### config.mk
export PLATFORM = sky130hd
export DESIGN_NAME = asym_flush_fifo
export DESIGN_NICKNAME = d
export VERILOG_FILES = /design/src/rtl/asym_flush_fifo.sv
export SDC_FILE = /design/constraint.sdc
export NUM_CORES = 1
export LEC_CHECK = 0
export BUFFER_PORTS_ARGS = -buffer_cell sky130_fd_sc_hd__clkbuf_2
export CAP_MARGIN = 10
export CELL_PAD_IN_SITES_DETAIL_PLACEMENT = 1
export CELL_PAD_IN_SITES_GLOBAL_PLACEMENT = 2
export CORE_MARGIN = 1.5
export CORE_UTILIZATION = 38
export CTS_CLUSTER_DIAMETER = 50
export DETAILED_ROUTE_END_ITERATION = 16
export GPL_TIMING_DRIVEN = 0
export PLACE_DENSITY_LB_ADDON = 0.25
export SLEW_MARGIN = 30
export SYNTH_ARGS = -nofsm -noshare
export SYNTH_HDL_FRONTEND = slang
export SYNTH_SLANG_ARGS = --single-unit
### constraint.sdc
create_clock -name clk -period 5.3 [get_ports clk]
set_input_delay 1.325 -clock clk [delete_from_list [all_inputs] [get_ports clk]]
set_output_delay 1.325 -clock clk [all_outputs]
set_load 0.02 [all_outputs]
### src/rtl/asym_flush_fifo.sv
// Asymmetric FIFO: narrow write lanes are packed LSB-first into wide read words.
// A flush closes the open partial word so it becomes readable, then waits until
// every word up to and including it has been popped.
module asym_flush_fifo #(
    parameter int unsigned WR_W  = 4,
    parameter int unsigned RD_W  = 32,
    parameter int unsigned DEPTH = 4
) (
    input  logic                        clk,
    input  logic                        rst,
    input  logic                        wr_i,
    input  logic [WR_W-1:0]             wr_data_i,
    input  logic                        rd_i,
    output logic                        rd_valid_o,
    output logic [RD_W-1:0]             rd_data_o,
    output logic [$clog2(RD_W/WR_W):0]  rd_lanes_o,
    input  logic                        flush_req_i,
    output logic                        flush_done_o,
    output logic                        flush_busy_o,
    output logic [$clog2(DEPTH):0]      word_cnt_o,
    output logic                        empty_o,
    output logic                        full_o,
    output logic                        ovf_o,
    output logic                        unf_o
);

    localparam int unsigned RATIO = RD_W / WR_W;
    localparam int unsigned CW    = $clog2(RATIO);
    localparam int unsigned LW    = CW + 1;
    localparam int unsigned AW    = $clog2(DEPTH);
    localparam int unsigned PW    = AW + 1;

    localparam logic [0:0] ST_IDLE  = 1'b0;
    localparam logic [0:0] ST_FLUSH = 1'b1;

    logic [RD_W-1:0] mem_q [DEPTH];
    logic [LW-1:0]   tag_q [DEPTH];
    logic [PW-1:0]   wptr_q, wptr_d;
    logic [PW-1:0]   rptr_q, rptr_d;
    logic [PW-1:0]   target_q, target_d;
    logic [CW-1:0]   col_q, col_d;
    logic [0:0]      state_q, state_d;
    logic            done_q, done_d;
    logic            ovf_q, unf_q;

    logic            wr_ok, pop, flush_start, wrap, close, advance;
    logic [LW-1:0]   col_sum;
    logic [RD_W-1:0] head_word;
    logic [LW-1:0]   head_lanes;

    // Status flags and head-word selection; the word at wptr is always the open one.
    always_comb begin
        full_o       = (wptr_q[AW-1:0] == rptr_q[AW-1:0]) && (wptr_q[AW] != rptr_q[AW]);
        rd_valid_o   = (wptr_q != rptr_q);
        word_cnt_o   = (wptr_q - rptr_q) + PW'(col_q != '0);
        empty_o      = (wptr_q == rptr_q) && (col_q == '0);
        flush_busy_o = (state_q == ST_FLUSH);
        flush_done_o = done_q;
        ovf_o        = ovf_q;
        unf_o        = unf_q;
        head_word    = mem_q[rptr_q[AW-1:0]];
        head_lanes   = tag_q[rptr_q[AW-1:0]];
        rd_lanes_o   = rd_valid_o ? head_lanes : '0;
    end

    // Zero-latency read data with lanes beyond the tagged count forced to zero.
    always_comb begin
        rd_data_o = '0;
        for (int k = 0; k < RATIO; k++) begin
            if (rd_valid_o && (LW'(k) < head_lanes)) begin
                rd_data_o[k*WR_W +: WR_W] = head_word[k*WR_W +: WR_W];
            end
        end
    end

    // Next-state: packing, flush close of the open word, and flush completion.
    always_comb begin
        wr_ok       = wr_i && !full_o;
        pop         = rd_i && rd_valid_o;
        col_sum     = {1'b0, col_q} + LW'(wr_ok);
        wrap        = (col_sum == LW'(RATIO));
        flush_start = (state_q == ST_IDLE) && flush_req_i && !done_q;
        // Close includes a lane written in the same cycle as the request.
        close       = flush_start && (col_sum != '0) && !wrap;
        advance     = wrap || close;
        wptr_d      = wptr_q + PW'(advance);
        col_d       = advance ? '0 : col_sum[CW-1:0];
        rptr_d      = rptr_q + PW'(pop);
        target_d    = flush_start ? wptr_d : target_q;
        done_d      = (flush_start || (state_q == ST_FLUSH)) && (rptr_d == target_d);
        state_d     = state_q;
        if (done_d) begin
            state_d = ST_IDLE;
        end else if (flush_start) begin
            state_d = ST_FLUSH;
        end
    end

    // Pointer, control and sticky error registers.
    always_ff @(posedge clk or negedge rst) begin
        if (!rst) begin
            wptr_q   <= '0;
            rptr_q   <= '0;
            target_q <= '0;
            col_q    <= '0;
            state_q  <= ST_IDLE;
            done_q   <= 1'b0;
            ovf_q    <= 1'b0;
            unf_q    <= 1'b0;
        end else begin
            wptr_q   <= wptr_d;
            rptr_q   <= rptr_d;
            target_q <= target_d;
            col_q    <= col_d;
            state_q  <= state_d;
            done_q   <= done_d;
            if (wr_i && full_o) ovf_q <= 1'b1;
            if (rd_i && !rd_valid_o) unf_q <= 1'b1;
        end
    end

    // Word storage and per-word lane tags; the tag tracks lanes written so far.
    always_ff @(posedge clk or negedge rst) begin
        if (!rst) begin
            for (int i = 0; i < DEPTH; i++) begin
                mem_q[i] <= '0;
                tag_q[i] <= '0;
            end
        end else if (wr_ok) begin
            mem_q[wptr_q[AW-1:0]][int'(col_q)*WR_W +: WR_W] <= wr_data_i;
            tag_q[wptr_q[AW-1:0]]                          <= col_sum;
        end
    end

endmodule

==> impl_metrics.ini <==
[sta]
worst_hold_slack_ns = 0.454
fin_crit_sh = 0.933
setup_violations = 0
max_freq_mhz = 202
setup_tns_ns = 0
final_hold_viol_count = 0
rsz0062_at_grt = no
skew_ns = 0.0101
slew_viol_final = 0
relSlewSlack = 0.472
layout_setup_ws_ns = 0.353
worst_slew_pin_slew_ns = 0.793
fin_crit_ns = 4.95

[finish]
syn_to_final_growth_pct = 16.9
final_nets = 648
fin_util = 0.456
drive_gt1_frac = 0.431
diodes = 0
nFillCells = 2056

[logic_synthesis]
ys_seq_area_frac = 0.522
async_flop_share = 1.00
synth_area_per_cell_sq_um = 13.9
yosys-top-cells-area = dfrtp_1, mux2_2, mux4_2
yosysTopAreaCell = dfrtp_1
synth_top_area_frac = 0.522
ys.flop_type = dfrtp_1
synth_cell_type_count = 43
synth_seq_cells = 160
synthCells = 552
synth_commonest_cells = dfrtp_1, mux2_2, mux4_2
synth_warnings = 0
netlist_area_sq_um = 7670
synth_edf_count = 0
syn_nets = 573
synth_most_common_cell = dfrtp_1

[clock_tree]
clk_latency_ns = 0.43
cts_root_buffer = clkbuf_16
cts_sinks = 160
cts_buffers = 17
hold_buffers = 0
clk_pin_slew_ns = 0.06
cts_setup_buffers = 0
htree_levels = 4
ctsLongestPathBuffers = 2
cts_resized = 0
tritoncts = done

[placed_design]
gp_congestion = 0.778
pre_cts_ws_ns = 0.283
port_buffers = 54
hpwl_mm = 14.6

[setup_path]
cp_slowest_stage_delay_ns = 0.61
cp.required_ns = 3.97
path_max_fanout = 10
startpoint_type = flip-flop
end_kind = output port
cp.arrival_ns = 3.62
critical_path.cell_chain = clkbuf_1 > clkbuf_2 > inv_1 > ha_1 > and3_1 > inv_1 > clkbuf_1 > and3_1 > clkbuf_2
critical_path.slowest_cell = clkbuf_1
crit_type = flip-flop to output port

[min_path]
hold_class = flip-flop to flip-flop

[run]
maxCapViolations = 0

[grt]
grt_pass1_wl_mm = 31.6
overflow = 0
grt_pass1_vias = 5201
grtUsageMet2 = 0.347
met3_usage = 0.0340
grtUsageTotal = 0.204
busiest_layer = met2
grt_max_degree = 73
use_met1 = 0.266
antenna_found_initial = 0

[floorplan]
start_util = 0.390
core.rowCount = 51
die_h_um = 145
die_area_sq_um = 21000
core_area_sq_um = 19700
ios = 55
die_x_um = 145

[detailed_routing]
drt-total-wl_mm = 20.1
num_vias = 4802
route.detailed.drc = 0
dr.pass1.iters = 4
antenna_left = 0
wl_per_cell_um = 22.3
vias_per_cell = 5.32
dr.first_iter.drc_count = 181

[power]
power_density_nw_per_um2 = 631
p_total_mw = 5.66
ir_drop_mv = 0.300
cellLeakagePower_nw = 4.27

[outcome]
outcome = completed
-- final timing paths --
path	end	slack, ns	cells past startpoint	startpoint
setup reg to reg	flush_busy_o$_DFFE_PN0P_	0.54	17	rptr_q[1]$_DFF_PN0_
setup / recovery	rd_data_o[22]	0.35	9	rptr_q[1]$_DFF_PN0_
hold / removal	ovf_o$_DFFE_PN0P_	0.45	1	ovf_o$_DFFE_PN0P_
hold reg to reg	ovf_o$_DFFE_PN0P_	0.45	1	ovf_o$_DFFE_PN0P_
min in group asynchronous	tag_q[10]$_DFFE_PN0P_	0.81	1	rst
max in group asynchronous	mem_q[99]$_DFFE_PN0P_	3.49	3	rst
-- area by class of cell --
cell class                      count  area, sq um  area share
Buffer                             28          135      0.0151
Clock buffer                       20          447      0.0498
Clock inverter                     10          185      0.0206
Inverter                           17         63.8     0.00711
Multi-Input combinational cell    347         3470       0.387
Sequential cell                   160         4000       0.446
Tap cell                          265          332      0.0370
Timing Repair Buffer               56          334      0.0372
-- worst max-delay path, delay by kind of cell, from the launching register on --
kind          cells  cell delay, ns
fa+ha+maj         1            0.35
buf+inv           6            1.98
flops             1            0.36
simple gates      2            0.50
-- state kept, by name (all words and copies together) (netlist names) --
| signal | flops |
|---|---|
| col_q | 3 |
| flush_busy_o | 1 |
| flush_done_o | 1 |
| mem_q | 128 |
| ovf_o | 1 |
| rptr_q | 3 |
| tag_q | 16 |
| target_q | 3 |
| unf_o | 1 |
| wptr_q | 3 |
-- cell families after synthesis --
kind of cell    share of synthesized area
simple gates                       0.0878
buf+inv                            0.0258
flops                               0.522
fa+ha+maj                          0.0206
xor+xnor                           0.0135
compound gates                     0.0274
mux                                 0.303
-- power by group --
part / switching, mW / internal [mW]
sequential: 0.259 / 1.66
combinational: 1.35 / 1.05
clock: 0.493 / 0.843
-- cells in the final DEF (no fill, tap or decap), drive strengths merged, types with 13 or more instances in the layout --
cell / netlist / routed
nor2b: 16 / 16
clkbuf: 17 / 91
nand2: 29 / 29
dfrtp: 160 / 160
buf: 11 / 13
mux2: 131 / 131
mux4: 36 / 36
nor2: 30 / 30
inv: 17 / 18
o21ai: 14 / 14
and3: 20 / 20
-- through the flow --
stage,cell area (sq um),std cells
2_1_floorplan,7670,552
3_5_place_dp,8340,873
5_1_grt,8970,903
3_3_place_gp,8270,871
6_report,8970,903
4_1_cts,8970,903
-- routing by layer --
layer,vias up,routed length [um]
li1,2139,-
met1,2576,9090
met2,68,10300
met3,19,463
met4,0,248
met5,-,0
(Power assumes the default switching activity.)
